### config.mk
export PLATFORM = sky130hd
export DESIGN_NAME = mos6502s_store_unit
export DESIGN_NICKNAME = d
export VERILOG_FILES = /design/src/rtl/mos6502s_store_unit.sv
export SDC_FILE = /design/constraint.sdc
export NUM_CORES = 1
export LEC_CHECK = 0
export ABC_AREA = 1
export BUFFER_PORTS_ARGS = -buffer_cell sky130_fd_sc_hd__buf_2
export CAP_MARGIN = 20
export CORE_MARGIN = 1.5
export CORE_UTILIZATION = 59
export CTS_CLUSTER_SIZE = 20
export DETAILED_ROUTE_END_ITERATION = 8
export HOLD_SLACK_MARGIN = 0.08
export MAX_ROUTING_LAYER = met4
export PLACE_DENSITY_LB_ADDON = 0.25
export SYNTH_ARGS = -nofsm -noshare
export SYNTH_HDL_FRONTEND = slang
export SYNTH_SLANG_ARGS = --single-unit
### constraint.sdc
create_clock -name clk -period 5 [get_ports clk]
set_input_delay 0.5 -clock clk [delete_from_list [all_inputs] [get_ports clk]]
set_output_delay 0.5 -clock clk [all_outputs]
set_load 0.005 [all_outputs]
### src/rtl/mos6502s_store_unit.sv
// Store-side sequencer: picks a source register, forms the effective address
// and performs one memory write with req/ack handshake and ack timeout.
module mos6502s_store_unit #(
  parameter int ACK_TIMEOUT = 15
) (
  input  logic        clk,
  input  logic        rst,
  input  logic        start,
  input  logic [1:0]  src_sel,
  input  logic [1:0]  idx_sel,
  input  logic        zp_mode,
  input  logic [7:0]  a,
  input  logic [7:0]  x,
  input  logic [7:0]  y,
  input  logic [7:0]  p,
  input  logic [15:0] base_addr,
  input  logic [7:0]  sp_in,
  input  logic        mem_ack,
  output logic        busy,
  output logic [15:0] mem_addr,
  output logic [7:0]  mem_wdata,
  output logic        mem_we,
  output logic        done,
  output logic        err,
  output logic        sp_dec,
  output logic        page_cross
);

  localparam int CW = $clog2(ACK_TIMEOUT + 1);
  localparam logic [CW-1:0] CNT_LAST = CW'(ACK_TIMEOUT - 1);

  typedef enum logic [1:0] {IDLE, CALC, FIX, WRITE} state_t;

  state_t        state;
  logic [7:0]    data_q;
  logic [15:0]   base_q;
  logic [1:0]    idx_q;
  logic          zp_q;
  logic [7:0]    idxv_q;
  logic [7:0]    sp_q;
  logic [CW-1:0] cnt;

  logic [7:0]    src_data;
  logic [15:0]   calc_addr;
  logic          calc_cross;
  logic [15:0]   sum;
  logic [7:0]    zp_lo;

  always_comb begin
    src_data = a;
    case (src_sel)
      2'd0: src_data = a;
      2'd1: src_data = x;
      2'd2: src_data = y;
      default: src_data = p;
    endcase
  end

  // Carry out of bit 15 is discarded, so 0xFFFF+2 wraps to 0x0001.
  assign sum   = base_q + {8'h00, idxv_q};
  assign zp_lo = base_q[7:0] + idxv_q;

  always_comb begin
    calc_addr  = base_q;
    calc_cross = 1'b0;
    case (idx_q)
      2'd0: calc_addr = base_q;
      2'd1, 2'd2: begin
        if (zp_q) begin
          calc_addr = {8'h00, zp_lo};
        end else begin
          calc_addr  = sum;
          calc_cross = (sum[15:8] != base_q[15:8]);
        end
      end
      default: calc_addr = {8'h01, sp_q};
    endcase
  end

  always_ff @(posedge clk or posedge rst) begin
    if (rst) begin
      state      <= IDLE;
      data_q     <= '0;
      base_q     <= '0;
      idx_q      <= '0;
      zp_q       <= 1'b0;
      idxv_q     <= '0;
      sp_q       <= '0;
      cnt        <= '0;
      busy       <= 1'b0;
      mem_addr   <= '0;
      mem_wdata  <= '0;
      mem_we     <= 1'b0;
      done       <= 1'b0;
      err        <= 1'b0;
      sp_dec     <= 1'b0;
      page_cross <= 1'b0;
    end else begin
      done   <= 1'b0;
      err    <= 1'b0;
      sp_dec <= 1'b0;
      case (state)
        IDLE: begin
          if (start) begin
            data_q     <= src_data;
            base_q     <= base_addr;
            idx_q      <= idx_sel;
            zp_q       <= zp_mode;
            idxv_q     <= (idx_sel == 2'd1) ? x : y;
            sp_q       <= sp_in;
            page_cross <= 1'b0;
            busy       <= 1'b1;
            state      <= CALC;
          end
        end
        CALC: begin
          mem_addr   <= calc_addr;
          mem_wdata  <= data_q;
          page_cross <= calc_cross;
          cnt        <= '0;
          if (calc_cross) begin
            state <= FIX;
          end else begin
            mem_we <= 1'b1;
            state  <= WRITE;
          end
        end
        FIX: begin
          mem_we <= 1'b1;
          state  <= WRITE;
        end
        WRITE: begin
          // Ack is checked first so it wins over a same-edge timeout.
          if (mem_ack) begin
            mem_we <= 1'b0;
            done   <= 1'b1;
            sp_dec <= (idx_q == 2'd3);
            busy   <= 1'b0;
            state  <= IDLE;
          end else if (cnt == CNT_LAST) begin
            mem_we <= 1'b0;
            err    <= 1'b1;
            busy   <= 1'b0;
            state  <= IDLE;
          end else begin
            cnt <= cnt + 1'b1;
          end
        end
        default: state <= IDLE;
      endcase
    end
  end

endmodule

==> impl_metrics.json <==
{
  "dp_hpwl_mm": 7.083,
  "critPathMaxStageDelay_ps": 840,
  "tritoncts.num_buffers": 9,
  "yosysMostFrequentCell": "nand2_1",
  "power_density_mw_per_mm2": 605.9,
  "hp-class": "in -> reg",
  "design.core.area_mm2": 0.006869,
  "fin_setup_tns_ps": 0,
  "first_global_vias": 3706,
  "clkSlewWorstSetupHoldPaths_ps": 80,
  "cpMostUsedCell": "inv_1",
  "setup_viol": 0,
  "ys_top_cells_by_count": "nand2_1 (246), dfrtp_1 (79), inv_1 (51), o21ai_0 (42), nor2_1 (35)",
  "p_clk_frac": 0.172,
  "yosys_most_used_dff": "dfrtp_1",
  "clock_path_buffers": 2,
  "overflow": 0,
  "synthesis.nets": 656,
  "dieArea_mm2": 0.007669,
  "wire_per_inst_um": 13.02,
  "clk_latency_ps": 350,
  "cp_top_family": "simple AND/OR/NAND/NOR gates",
  "yosysUniqueCellTypes": 30,
  "start_util": 0.6144,
  "crit_arrival_ps": 3150,
  "path_max_fanout": 25,
  "grt_max_degree": 70,
  "crit_buf_inv": 3,
  "cellInternalPower_w": 0.001719,
  "die_x_um": 87.58,
  "routed_wl_mm": 10.01,
  "finalCriticalPeriod_ps": 2911,
  "ios": 95,
  "synth_warnings": 0,
  "period_share": 0.5823,
  "peakVddDrop_v": 0.0003490,
  "slew_violations": 0,
  "max_cap_violations": 0,
  "grt_usage": 0.2844,
  "die_y_um": 87.58,
  "route.detailed.drc": 0,
  "worstSetupStartpointType": "flip-flop",
  "netlist_instances": 574,
  "ys_ff_latch": 79,
  "crit_path_end_kind": "flip-flop",
  "relSlewSlack": 0.3545,
  "rsz0062_at_grt": "no",
  "worst_slew_pin_slew_ps": 964.7,
  "synth_top_area_cell": "dfrtp_1",
  "port_buffers": 94,
  "hold_violations": 0,
  "syn_avg_cell_area_um2": 7.352,
  "final_layout_size_suffix_gt1_frac": 0.1857,
  "power_switching_share": 0.4341,
  "pwr-share-seq": 0.364,
  "antenna_cells": 0,
  "crit_type": "reg -> reg",
  "drtAntennaViolNets": 0,
  "ys_top_cells_by_area": "dfrtp_1 (47%), nand2_1 (22%), o21ai_0 (5.0%), ha_1 (4.7%), inv_1 (4.5%)",
  "synth_area_mm2": 0.004220,
  "finalNonFillerCells": 769,
  "postCtsResizedCells": 0,
  "crit_chain": "inv_1, ha_1, inv_2, nor2_1, nand3_1, o221ai_1, inv_1",
  "leakage_nw": 2.783,
  "slowest_stage": "nor2_1",
  "outcome": "completed",
  "finalClockSkew_ps": 10.15,
  "rows": 30,
  "drt_iter0_markers": 273,
  "ys_seq_area_frac": 0.4684,
  "synth_edf_count": 0,
  "postCtsSetupBuffers": 0,
  "clock-sinks": 79,
  "p_sw_w": 0.001319,
  "p_comb_frac": 0.464,
  "synth_top_area_frac": 0.4684,
  "h-tree-depth": 3,
  "place_congestion": 0.9174,
  "area_delta_synth_final_pct": 18.80,
  "via_per_inst": 5.309,
  "fmax_mhz": 343.5,
  "cts_tree": "yes",
  "final_nets": 750,
  "grt_pass1_wl_mm": 16.51,
  "critPathRequiredTime_ps": 5240,
  "vias": 4083,
  "dr.pass1.iters": 5,
  "total_power_w": 0.003038,
  "placed_cells": 751,
  "antenna_found_initial": 0,
  "async_flop_share": 1.000,
  "cts-root-buf": "clkbuf_8",
  "postCtsHoldBufs": 1
}
through the flow:
stage / hold slack (ps) / worst slack [ps] / util / area (µm²)
detailed placement: 430.3 / 2118 / 0.6934 / 4763
CTS: 319.2 / 2080 / 0.7259 / 4986
finish: 327.5 / 2089 / 0.7299 / 5014
global route: 341.2 / 1904 / 0.7299 / 5014
global placement: 424.5 / 2211 / 0.6934 / 4763
floorplan: 446.1 / 2477 / - / 4220
logic make-up (layout without fill, tap and decap cells):
group	Yosys count	count (layout)	share of synthesized area
xor+xnor	1	1	0.002076
compound gates	81	81	0.1064
flops	79	79	0.4684
fa+ha+maj	17	17	0.05218
buf+inv	72	171	0.06552
simple gates	324	324	0.3054
cell type report:
| class | instances | area [µm²] |
|---|---|---|
| timing repair buffer | 98 | 523.0 |
| clock inverter | 6 | 85.08 |
| sequential | 79 | 1977 |
| multi-input combinational | 423 | 1967 |
| inverter | 57 | 214.0 |
| clock buffer | 10 | 127.6 |
| fill | 557 | 1856 |
| tap | 96 | 120.1 |
flip-flops by register name (all words and copies together), names as in the netlist:
signal,count
base_q,16
mem_addr,16
data_q,8
idxv_q,8
mem_wdata,8
sp_q,8
cnt,4
idx_q,2
state,2
busy,1
done,1
err,1
mem_we,1
page_cross,1
sp_dec,1
zp_q,1
worst paths after layout:
| check | start | end | slack (ps) | depth (start not counted) |
|---|---|---|---|---|
| min in group asynchronous | rst | cnt[1] | 620 | 3 |
| max | state[1] | mem_addr[0] | 2090 | 7 |
| min reg2reg | mem_wdata[1] | mem_wdata[1] | 470 | 2 |
| max in group asynchronous | rst | idxv_q[0] | 3250 | 4 |
| max reg2reg | state[1] | mem_addr[0] | 2090 | 7 |
| min | mem_ack | err | 330 | 2 |
placed cells by master (no fill, tap or decap), types with 5 or more instances in the layout:
cell | synthesis | routed
a21oi_1 | 18 | 18
inv_2 | 4 | 5
inv_1 | 51 | 50
a31oi_1 | 5 | 5
nand2_1 | 246 | 246
o22ai_1 | 5 | 5
o21ai_0 | 42 | 42
nand3_1 | 29 | 29
ha_1 | 16 | 16
a221oi_1 | 5 | 5
dfrtp_1 | 79 | 79
buf_2 | 5 | 94
nor2_1 | 35 | 35
clkbuf_8 | 0 | 9
power groups by stage:
stage / Combinational, W / Clock, W / Sequential (W)
global placement: 0.00134 / 0 / 0.00110
detailed placement: 0.00138 / 0 / 0.00111
global route: 0.00163 / 0.000550 / 0.00114
CTS: 0.00140 / 0.000526 / 0.00110
finish: 0.00141 / 0.000522 / 0.00111
floorplan: 0.00101 / 0 / 0.00108
per-layer routing:
metal / track usage / vias to the layer above / routed length [µm]
li1: - / 2004 / -
met1: 0.3662 / 1887 / 4424
met2: 0.4490 / 168 / 4759
met3: 0.04336 / 24 / 578
met4: 0.1227 / 0 / 249
met5: - / - / 0
Note: power is estimated with default switching activity, not from simulation.
